--- config.mk ---
export PLATFORM = sky130hd
export DESIGN_NAME = uart_rx
export DESIGN_NICKNAME = d
export VERILOG_FILES = /design/src/rtl/uart_rx.sv
export SDC_FILE = /design/constraint.sdc
export NUM_CORES = 1
export LEC_CHECK = 0
export ABC_AREA = 0
export BUFFER_PORTS_ARGS = -buffer_cell sky130_fd_sc_hd__buf_2
export CORE_MARGIN = 2
export CORE_UTILIZATION = 50
export DETAILED_ROUTE_END_ITERATION = 16
export GPL_TIMING_DRIVEN = 0
export PLACE_DENSITY = 0.73
export SLEW_MARGIN = 30
export SYNTH_ARGS = -nofsm -noshare
export SYNTH_HDL_FRONTEND = slang
export SYNTH_SLANG_ARGS = --single-unit
--- constraint.sdc ---
create_clock -name clk -period 2.3 [get_ports clk]
set_input_delay 0.345 -clock clk [delete_from_list [all_inputs] [get_ports clk]]
set_output_delay 0.345 -clock clk [all_outputs]
set_load 0.02 [all_outputs]
--- src/rtl/uart_rx.sv ---
// uart_rx: 8N1 UART receiver with a valid/rd handshake, keeping the low 7 data
// bits of each frame. Bit timing comes from an internal counter driven by
// CLKS_PER_BIT, so no external baud strobe is needed.
//
// Ports:
//   clk        system clock
//   res        asynchronous active-high reset
//   rx         serial line (asynchronous to clk, idle high)
//   rd         host read strobe; clears valid/overrun on the next edge
//   data[6:0]  last good byte, held until the next good frame
//   valid      high while data holds an unread byte
//   frame_err  one-cycle pulse when a stop bit is sampled low
//   overrun    sticky; a byte was loaded while an unread byte was pending
//   busy       high whenever the receiver is not idle
module uart_rx #(
  parameter int unsigned CLKS_PER_BIT = 434,
  parameter int unsigned HALF_BIT     = CLKS_PER_BIT / 2
) (
  input  logic       clk,
  input  logic       res,
  input  logic       rx,
  input  logic       rd,
  output logic [6:0] data,
  output logic       valid,
  output logic       frame_err,
  output logic       overrun,
  output logic       busy
);

  localparam int unsigned CNT_W = $clog2(CLKS_PER_BIT);

  typedef enum logic [2:0] {
    IDLE  = 3'd0,
    START = 3'd1,
    DATA  = 3'd2,
    STOP  = 3'd3,
    BRK   = 3'd4
  } state_t;

  state_t           state_q, state_d;
  logic [CNT_W-1:0] cnt_q, cnt_d;
  logic [2:0]       bit_cnt_q, bit_cnt_d;
  logic [7:0]       shreg_q, shreg_d;
  logic [6:0]       data_q, data_d;
  logic             valid_q, valid_d;
  logic             frame_err_q, frame_err_d;
  logic             overrun_q, overrun_d;
  logic             busy_q, busy_d;
  logic             sync1_q, sync2_q;
  logic             rxs;

  // Two-flop synchroniser; resets to the idle-high line level.
  always_ff @(posedge clk or posedge res) begin
    if (res) begin
      sync1_q <= 1'b1;
      sync2_q <= 1'b1;
    end else begin
      sync1_q <= rx;
      sync2_q <= sync1_q;
    end
  end

  assign rxs = sync2_q;

  // State and datapath registers.
  always_ff @(posedge clk or posedge res) begin
    if (res) begin
      state_q     <= IDLE;
      cnt_q       <= '0;
      bit_cnt_q   <= '0;
      shreg_q     <= '0;
      data_q      <= '0;
      valid_q     <= 1'b0;
      frame_err_q <= 1'b0;
      overrun_q   <= 1'b0;
      busy_q      <= 1'b0;
    end else begin
      state_q     <= state_d;
      cnt_q       <= cnt_d;
      bit_cnt_q   <= bit_cnt_d;
      shreg_q     <= shreg_d;
      data_q      <= data_d;
      valid_q     <= valid_d;
      frame_err_q <= frame_err_d;
      overrun_q   <= overrun_d;
      busy_q      <= busy_d;
    end
  end

  // Next-state, bit timing, shift register and host handshake.
  always_comb begin
    state_d     = state_q;
    cnt_d       = cnt_q;
    bit_cnt_d   = bit_cnt_q;
    shreg_d     = shreg_q;
    data_d      = data_q;
    valid_d     = valid_q;
    overrun_d   = overrun_q;
    frame_err_d = 1'b0;

    // A read of a pending byte clears it; a load below takes precedence.
    if (rd && valid_q) begin
      valid_d   = 1'b0;
      overrun_d = 1'b0;
    end

    case (state_q)
      IDLE: begin
        if (!rxs) begin
          state_d = START;
          cnt_d   = '0;
        end
      end
      START: begin
        if (cnt_q == CNT_W'(HALF_BIT - 1)) begin
          cnt_d = '0;
          if (!rxs) begin
            state_d   = DATA;
            bit_cnt_d = '0;
          end else begin
            // Line went high again before mid start bit: a glitch.
            state_d = IDLE;
          end
        end else begin
          cnt_d = cnt_q + 1'b1;
        end
      end
      DATA: begin
        if (cnt_q == CNT_W'(CLKS_PER_BIT - 1)) begin
          cnt_d     = '0;
          shreg_d   = {rxs, shreg_q[7:1]};
          bit_cnt_d = bit_cnt_q + 3'd1;
          if (bit_cnt_q == 3'd7) begin
            state_d = STOP;
          end
        end else begin
          cnt_d = cnt_q + 1'b1;
        end
      end
      STOP: begin
        if (cnt_q == CNT_W'(CLKS_PER_BIT - 1)) begin
          cnt_d = '0;
          if (rxs) begin
            // Bit 7 is always 0 from the transmitter and is dropped.
            data_d  = shreg_q[6:0];
            valid_d = 1'b1;
            if (valid_q && !rd) begin
              overrun_d = 1'b1;
            end
            state_d = IDLE;
          end else begin
            frame_err_d = 1'b1;
            state_d     = BRK;
          end
        end else begin
          cnt_d = cnt_q + 1'b1;
        end
      end
      BRK: begin
        // Hold here until the line returns high so a stuck-low line cannot retrigger.
        if (rxs) begin
          state_d = IDLE;
        end
      end
      default: begin
        state_d = IDLE;
      end
    endcase

    busy_d = (state_d != IDLE);
  end

  assign data      = data_q;
  assign valid     = valid_q;
  assign frame_err = frame_err_q;
  assign overrun   = overrun_q;
  assign busy      = busy_q;

endmodule

Word level (Yosys, flattened, before mapping)
Index checks and enable logic that the tools add are counted.
Operators by class
  add/subtract/negate cells: 2
  eq/ne operators: 11
  muxes and demuxes: 29
  reductions and logical operators: 12
Operators with widths (count)
  $mux W3: 10
  $mux W9: 3
  $pmux W9 S3: 1
  $pmux W3 S5: 1
  $mux W1: 12
  $add A9 B1 Y9 const B: 1
  $eq A9 B8 Y1 const B: 1
  $eq A9 B9 Y1 const B: 1
  $ne A2 B2 Y1 const B: 4
  $eq A3 B2 Y1 const B: 2
  $eq A3 B3 Y1 const B: 2
  $pmux W3 S2: 1
  $reduce_bool A3 Y1: 2
  $reduce_and A2 Y1: 2
  $reduce_and A4 Y1: 1
  $add A3 B1 Y3 const B: 1
  $eq A3 B1 Y1 const B: 1
  $logic_not A3 Y1: 1
  $reduce_and A3 Y1: 1
  $logic_and A1 B1 Y1: 2
  $mux W2: 1
  $reduce_bool A2 Y1: 1
  $reduce_or A2 Y1: 1
  $logic_not A1 Y1: 1
Storage, ports and cells
  flip-flop bits (word level): 36
  bits of input ports: 4
  output and inout port bits: 11
  logic and storage cells: 65

Logic depth before layout (Yosys ltp)
  word-level depth: 6
  depth in mapped cells: 6
  depth with buffers taken out: 6

Worst setup path before layout
No wires, ideal clock.
  path type: reg-to-reg
  from: register cnt_q[0]
  to: register cnt_q[1]
  setup time: 0.137 ns
  arrival: 1.545 ns
  required time: 2.163 ns
  path slack: 0.618 ns
  cell stages (with the launch flop): 7
  buffers on the path: 0
  period minus slack after synthesis: 1.682 ns
  cells stage by stage: dfrtp_1 inv_1 ha_1 nor3b_1 a31oi_4 nor2_4 o22ai_1
Between the ends
  cells in the longest elaborated chain, start to end: 3
  elaborated cells on any way between the ends: 6
  those cells by class: add/sub: 1; eq/ne: 2; mux: 3
Ends and longest elaborated chain
  start, declared: RTL line 41  | logic [CNT_W-1:0] cnt_q, cnt_d;
  start signal, assigned: RTL line 79  | cnt_q <= cnt_d;
  $add A9 B1 Y9, or another cell as far along: RTL line 125, 137, 156
  $mux W9 (on tied branches): RTL line 129, 141, 115
  $pmux W9 S3 (*): RTL line 107  | case (state_q)
Mark *: on every way between the ends. The rest lies on a longest branch, timed or not.
A chain may end at the register's enable or synchronous reset.

Worst setup path after layout
Same ends and word-level chain as after synthesis.

==> run_results.csv <==
group,metric,value,unit
synth,synth_area_per_cell,11.7,um2
min_path,hold_class,"in -> reg",
setup_path,crit_fanout,9,
global_route,grt_antenna_before_repair,0,
global_route,grt_overflow,0,
synth,yosysWarningCount,0,
finish,fill_cells,275,
outcome,status,"finished, final reports clean",
global_route,grt_first_pass_wirelength,5.53,mm
flow_run,timing.max_cap.violations,0,
placed_design,routabilityCongestion,0.810,
sta,tightest_slew,713,ps
power_and_ir_drop,p_leak,0.928,nW
setup_path,end_kind,"register",
cts,clkTransAtPathRegs,120,ps
sta,setup_tns,0,ps
global_route,grt_max_degree,37,
detailed_routing,drc,0,
setup_path,crit_required,2540,ps
detailed_routing,wl_per_cell,14.6,um
detailed_routing,routed_wl,3.23,mm
finish,final_common_cell,"dfrtp_1",
placed_design,post_dp_cell_area,1910,um2
cts,holdBufCountCts,0,
floorplan,initial_utilization,52.7,%
cts,cts_sinks,36,
finish,drive_gt1_share,34.9,%
power_and_ir_drop,ir_drop,0.432,mV
synth,syn_inst,153,
sta,finalCritPeriodShare,85.1,%
synth,yosysUniqueCellTypes,44,
detailed_routing,antenna_left,0,
power_and_ir_drop,internal_power,0.870,mW
sta,skew,12.5,ps
finish,final_cell_mix,"dfrtp_1, buf_2, mux2_2, nand2_1, o21ai_0",
finish,multi_input_area,831,um2
setup_path,cp-start-kind,"register",
setup_path,worst-setup-path-type,"reg -> reg",
power_and_ir_drop,power_frac_clock,40.3,%
power_and_ir_drop,pwr-share-seq,57.4,%
sta,setup-violations-final,0,
synth,synthesis.nets,162,
finish,nNetsFinal,183,
detailed_routing,drt_pre_antenna_iters,4,
detailed_routing,vias_per_cell,5.43,
cts,cts.repair.resized,0,
sta,max_slew_margin,52.4,%
cts,cts.htree.levels,2,
power_and_ir_drop,power-per-cell-area,557,nW/um2
synth,synth_area,1790,um2
sta,holdWs,81.1,ps
global_route,grtUsageTotal,17.9,%
cts,clockBufferDepth,2,
floorplan,fp.coreArea,3390,um2
placed_design,hpwl,2.24,mm
cts,clk_latency,350,ps
sta,rsz0062_at_grt,"false",
cts,cts_root_buf,"clkbuf_4",
finish,area_delta_synth_final,11.6,%
synth,ys_seq_elements,36,
floorplan,die_h,63.8,um
finish,n_antenna_cell,0,
power_and_ir_drop,power,1.11,mW
power_and_ir_drop,switching_share,21.7,%
floorplan,ios,15,
cts,cts_tree,"done",
cts,postCtsSetupRepairBufs,0,
synth,synth-seq-area-share,50.6,%
sta,final.min_clock_period,1960,ps
detailed_routing,drt_iter0_markers,73,
detailed_routing,via_count,1200,
sta,final_hold_viol_count,0,
finish,fin_area,1990,um2
floorplan,die_width,63.8,um
setup_path,worst_ep_arrival_time,2190,ps
sta,fmax,511,MHz
floorplan,num_rows,21,
power_and_ir_drop,p_comb_share,2.2,%
finish,seqCellArea,903,um2
cts,cts_made_buffers,5,
synth,synth_edf_count,0,
finish,fin_util,58.8,%
floorplan,die-area,4070,um2
sta,slew_viol_final,0,
placed_design,port-buffer-count,14,
power_and_ir_drop,netSwitchingPower,0.241,mW
synth,async_flop_share,100,%
global_route,grt_pass1_vias,1183,
synth,synth_flop_cell,"dfrtp_1",
[critical path, stage by stage (launching register included)]
cell and delay, ps:
dfrtp_1 430, inv_1 120, ha_1 150, nor3b_1 410, a31oi_4 240, nor2_4 340, o22ai_1 140
[through the flow]
stage,setup slack [ps],instances
2_1_floorplan,618,153
3_3_place_gp,407,213
3_5_place_dp,392,213
4_1_cts,352,221
5_1_grt,276,221
6_report,342,221
[cell usage after synthesis (2+ instances only)]
| library cell | n | area, um2 |
|---|---|---|
| buf_2 | 3 | 15.0 |
| inv_1 | 8 | 30.0 |
| nor2b_1 | 2 | 12.5 |
| dfstp_2 | 2 | 52.6 |
| nor3_1 | 4 | 20.0 |
| mux2i_1 | 5 | 50.1 |
| ha_1 | 5 | 62.6 |
| mux2_2 | 15 | 169 |
| a21oi_1 | 3 | 15.0 |
| nand3_1 | 4 | 20.0 |
| nor2_1 | 7 | 26.3 |
| nor3b_1 | 3 | 22.5 |
| nand2_1 | 13 | 48.8 |
| o21ai_0 | 9 | 45.0 |
| o211ai_2 | 5 | 62.6 |
| nand2b_1 | 3 | 18.8 |
| o21ai_1 | 2 | 10.0 |
| dfrtp_1 | 34 | 851 |
[per-layer routing]
layer	vias up	share of wire (%)	GRT usage (%)
li1	588	-	-
met1	572	44	22.4
met2	36	49	28.6
met3	4	5.8	5.11
met4	0	1.3	8.15
met5	-	0	0
[registers in the layout (all words and copies together) (netlist names), named ones only]
signal     count
busy           1
sync1_q        1
rxs            1
valid          1
state_q        3
cnt_q          9
data           7
bit_cnt_q      3
frame_err      1
shreg_q        8
[power by group through the flow]
stage | logic [mW] | registers [mW] | clock network, mW
floorplan | 0.0155 | 0.652 | 0
global placement | 0.0253 | 0.650 | 0
detailed placement | 0.0262 | 0.650 | 0
CTS | 0.0262 | 0.638 | 0.454
global route | 0.0292 | 0.638 | 0.481
finish | 0.0248 | 0.638 | 0.448
[logic make-up (layout without fill, tap and decap cells)]
logic type / count (synthesis) / in the layout / share of synthesized area (%)
AOI/OAI and AO/OA: 27 / 27 / 12.3
buffers and inverters: 13 / 35 / 2.94
and+or+nand+nor: 52 / 52 / 18.4
muxes: 20 / 20 / 12.3
adders and majority gates: 5 / 5 / 3.50
DFF: 36 / 36 / 50.6
[cell type report]
cell class / count / area share [%]
plain buffers: 5 / 1.13
clock buffers: 5 / 1.88
clock inverters: 3 / 2.13
inverters: 8 / 1.51
multi-input cells: 104 / 41.7
flip-flops and latches: 36 / 45.3
well taps: 46 / 2.89
repair buffers: 14 / 3.51
[path summary, 6_finish.rpt]
path,slack [ps],endpoint,from,cells after the start
max in group asynchronous,1740,frame_err,res,2
hold / removal,80,sync1_q,rx,1
setup reg to reg,340,cnt_q[1],cnt_q[0],6
setup / recovery,340,cnt_q[1],cnt_q[0],6
hold reg to reg,370,rxs,sync1_q,0
min in group asynchronous,90,cnt_q[0],res,2
No activity file was read; power rests on OpenSTA's default activity.
